**src/rtl/decoder_n_seq.sv**
```systemverilog
// decoder_n_seq: registered N-to-2^N one-hot decoder with valid/ready load port and optional scan sequencer.
// Ports: clk, rst_n (async active-low), en, mode, in_valid/in_ready/in (select load),
//        out (one-hot), out_valid, idx (binary index of out), scan_wrap (pulse on scan wrap).
// Define DEC_SCAN_EN to compile in the SCAN state, dwell counter and wrap logic.
module decoder_n_seq #(
  parameter int IN_W  = 3,
  parameter int DWELL = 4
) (
  input  logic                 clk,
  input  logic                 rst_n,
  input  logic                 en,
  input  logic                 mode,
  input  logic                 in_valid,
  output logic                 in_ready,
  input  logic [IN_W-1:0]      in,
  output logic [(1<<IN_W)-1:0] out,
  output logic                 out_valid,
  output logic [IN_W-1:0]      idx,
  output logic                 scan_wrap
);
  localparam int OUT_W = 1 << IN_W;
`ifdef DEC_SCAN_EN
  typedef enum logic [1:0] {IDLE, HOLD, SCAN} state_t;
  logic [15:0] cnt, cnt_n;
`else
  typedef enum logic [1:0] {IDLE, HOLD} state_t;
  logic unused_cfg;
  assign unused_cfg = mode ^ (DWELL == 0);
`endif
  state_t state, state_n;
  logic [OUT_W-1:0] out_n;
  logic [IN_W-1:0] idx_n;
  logic valid_n, wrap_n;
`ifdef DEC_SCAN_EN
  assign in_ready = rst_n & en & ~mode & (state != SCAN);
`else
  assign in_ready = rst_n & en;
`endif
  always_comb begin
    state_n = state;
    out_n   = out;
    idx_n   = idx;
    valid_n = out_valid;
    wrap_n  = 1'b0;
`ifdef DEC_SCAN_EN
    cnt_n   = cnt;
`endif
    if (!en) begin
      state_n = IDLE;
      out_n   = '0;
      idx_n   = '0;
      valid_n = 1'b0;
`ifdef DEC_SCAN_EN
      cnt_n   = '0;
`endif
    end
`ifdef DEC_SCAN_EN
    else if (state == SCAN) begin
      if (!mode) begin
        state_n = IDLE;
        out_n   = '0;
        idx_n   = '0;
        valid_n = 1'b0;
        cnt_n   = '0;
      end else if (cnt == 16'(DWELL - 1)) begin
        cnt_n  = '0;
        idx_n  = idx + 1'b1;
        out_n  = (out << 1) | (out >> (OUT_W - 1));
        wrap_n = (idx == IN_W'(OUT_W - 1));
      end else begin
        cnt_n = cnt + 16'd1;
      end
    end else if (mode) begin
      state_n = SCAN;
      out_n   = OUT_W'(1);
      idx_n   = '0;
      valid_n = 1'b1;
      cnt_n   = '0;
    end
`endif
    else if (in_valid && in_ready) begin
      state_n = HOLD;
      out_n   = OUT_W'(1) << in;
      idx_n   = in;
      valid_n = 1'b1;
    end
  end
  always_ff @(posedge clk or negedge rst_n) begin
    if (!rst_n) begin
      state     <= IDLE;
      out       <= '0;
      idx       <= '0;
      out_valid <= 1'b0;
      scan_wrap <= 1'b0;
`ifdef DEC_SCAN_EN
      cnt       <= '0;
`endif
    end else begin
      state     <= state_n;
      out       <= out_n;
      idx       <= idx_n;
      out_valid <= valid_n;
      scan_wrap <= wrap_n;
`ifdef DEC_SCAN_EN
      cnt       <= cnt_n;
`endif
    end
  end
endmodule

```
**config.mk**
```make
export PLATFORM = sky130hd
export DESIGN_NAME = decoder_n_seq
export DESIGN_NICKNAME = d
export VERILOG_FILES = /design/src/rtl/decoder_n_seq.sv
export SDC_FILE = /design/constraint.sdc
export NUM_CORES = 1
export LEC_CHECK = 0
export BUFFER_PORTS_ARGS = -buffer_cell sky130_fd_sc_hd__buf_2
export CAP_MARGIN = 10
export CORE_AREA = 3 3 40 42
export CTS_BUF_LIST = sky130_fd_sc_hd__clkbuf_2
export CTS_CLUSTER_SIZE = 24
export DETAILED_ROUTE_END_ITERATION = 8
export DIE_AREA = 0 0 43 45
export GPL_ROUTABILITY_DRIVEN = 1
export PLACE_DENSITY = 0.79
export SKIP_CTS_REPAIR_TIMING = 1
export SYNTH_ARGS = -nofsm -noshare
export SYNTH_HDL_FRONTEND = slang
export SYNTH_SLANG_ARGS = --single-unit
```
**constraint.sdc**
```tcl
create_clock -name clk -period 0.8 [get_ports clk]
set_input_delay 0.04 -clock clk [delete_from_list [all_inputs] [get_ports clk]]
set_output_delay 0.04 -clock clk [all_outputs]
set_load 0.05 [all_outputs]
```
==> out/results.ini <==
[power]
p_leak_nw = 0.425
power_switching_uw = 391
seqPwrFrac_pct = 52.0
peakVddDrop_mv = 0.677
combPwrFrac_pct = 22.6
p_int_uw = 845
power.share.clock_pct = 25.4
cellPowerDensity_nw_per_um2 = 1460
swShare_pct = 31.6

[timing]
setup_viol = 12
fin_skew_ns = 0
rsz0062_at_grt = true
finalMaxSlewViolations = 0
period_needed_ns = 0.897
period_share_pct = 112
hold_viol_final = 0
layout_setup_ws_ns = -0.0969
timing.fmax_mhz = 1110

[cts]
clock_path_buffers = 2
cts_max_level = 1
clock-sinks = 12
cts_tree = yes
clkTransAtPathRegs_ns = 0.13
cts_root_buf = clkbuf_2
numCtsBuffers = 3
clock_latency_ns = 0.25

[cells_and_area]
layout_commonest_cell = nand2_1
nFillCells = 101
syn2layout_area_growth_pct = 48.6
fin_util_pct = 65.8
insertedDiodeCount = 0
layout-drive-gt1-share_pct = 50.0
most-common-layout-cells = nand2_1 (13), dfrtp_2 (12), buf_6 (12), mux2i_1 (8), buf_2 (7)
fin_nets = 91

[floorplan]
core_area_um2 = 1280
die_h_um = 45
dieArea_um2 = 1940
start_util_pct = 44.3
num_io_pins = 22
die_x_um = 43
rows = 13

[worst_setup_path]
slowest_stage = dfrtp_2
reg2reg_to = out[6]$_DFFE_PN0P_
end_kind = primary output
path_cells = buf_6
worst_setup_path_start_kind = flop
required_ns = 0.76
rrSetupSlack_ns = 0.11
r2r-start = out[6]$_DFFE_PN0P_
r2r_cells = 2
cp_num_buf_inv = 1
crit_cells = 1
crit_family = flip-flops
crit_type = reg -> out
worstPathArrival_ns = 0.86
slowest_delay_ns = 0.43
worstPathMaxFanout = 2

[logic_synthesis]
syn_inst = 55
syn_nets = 63
synth-xor-area-share_pct = 0
yosysWarnings = 0
synth-compound-area-share_pct = 2.64
synth_fa_ha_area_share_pct = 0
syn_area_per_cell_um2 = 10.4
synth.area.mux_share_pct = 14.1
synth_top_family_by_area = simple AND/OR/NAND/NOR gates
yosysUniqueCellTypes = 14
ys_seq_area_share_pct = 52.7
yosys.area_share.simple_pct = 25.5
syn_area_um2 = 569
synth-seq-cells = 12

[status]
violations = setup timing
status = complete, but fails checks

[detailed_routing]
detail-route-antenna-nets = 0
vias = 489
drc = 0
wirelength_um = 1210
drtPass1Iterations = 4
drtIter0Drc = 8
wire_per_inst_um = 12.5
via_per_inst = 5.04

[placed_design]
dp_slack_ns = 0.00499
hpwl_um = 868
io_buffers = 19
gp_congestion = 0.695

[global_route]
grt_max_degree = 10
grt_overflow = 0
antenna_found_initial = 0
grt_pass1_vias = 428
grt_pass1_wl_um = 1810
track_usage_pct = 13.0

[min_path]
min-delay-path-class = in -> reg
min_to = out[3]$_DFFE_PN0P_
min_path_cells = 3
min_from = in[0]

[flow_run]
drv_cap = 0

==> cells in the mapped netlist <==
master	n	share of area, %
or3_1	1	1.1
and2_1	1	1.1
buf_2	2	1.8
or3b_1	3	4.6
conb_1	1	0.66
nand3b_1	3	4.0
dfrtp_1	12	53
mux2i_1	8	14
buf_4	2	2.6
o21ai_0	3	2.6
nand3_1	2	1.8
nand2_1	13	8.6
and3_1	1	1.1
nand4_1	3	3.3
==> metal layers <==
metal  wire, um  up-vias  global-route usage (%)
met2        635       17                    21.3
li1           -      242                       -
met4         16        0                    10.8
met3         62        2                    2.39
met5          0        -                       0
met1        498      228                    14.7
==> registers in the layout (all words and copies together), names as in the netlist <==
| register | count |
|---|---|
| out_valid | 1 |
| idx | 3 |
| out | 8 |
==> power groups by stage <==
stage          Sequential [mW]  Clock (mW)  Combinational (mW)
2_1_floorplan            0.722           0              0.0836
6_report                 0.643       0.314               0.280
3_3_place_gp             0.649           0               0.246
3_5_place_dp             0.650           0               0.250
5_1_grt                  0.646       0.345               0.297
4_1_cts                  0.638       0.321               0.250
==> cells by family (layout without fill, tap and decap cells) <==
logic type | Yosys count | count (layout)
AO/OA/AOI/OAI | 3 | 3
AND/OR/NAND/NOR | 27 | 27
flip-flops | 12 | 12
other | 1 | 1
buffers and inverters | 4 | 31
multiplexers | 8 | 8
==> per-stage QoR <==
step	instances	instance area [um2]	power [mW]	hold WS (ns)	TNS, ns
global placement	91	732	0.895	-0.141	0
floorplan	55	586	0.805	-0.256	0
global route	97	846	1.29	0.0717	-1.42
CTS	95	751	1.21	-0.431	-1.76
finish	97	846	1.24	0.0716	-1.02
detailed placement	91	732	0.900	-0.134	0
==> worst max path at each step <==
stage / startpoint / endpoint / slack [ns]
after floorplan: idx[0]$_DFFE_PN0P_ / idx[0]$_DFFE_PN0P_ / 0.02
after global placement: in[0] / out[4]$_DFFE_PN0P_ / 0.04
after detailed placement: in[2] / out[1]$_DFFE_PN0P_ / 0.005
after CTS: out[5]$_DFFE_PN0P_ / out[5] / -0.16
after global routing: out[6]$_DFFE_PN0P_ / out[6] / -0.13
final: out[5]$_DFFE_PN0P_ / out[5] / -0.1
==> final cells by class <==
type                       count  area [um2]  area share, %
sequential                    12         315           37.3
timing repair buffer          27         248           29.3
multi-input combinational     39         245           29.0
tap                           15        18.8           2.22
clock buffer                   3        15.0           1.78
clock inverter                 1        3.75          0.444
(Power assumes the default switching activity.)
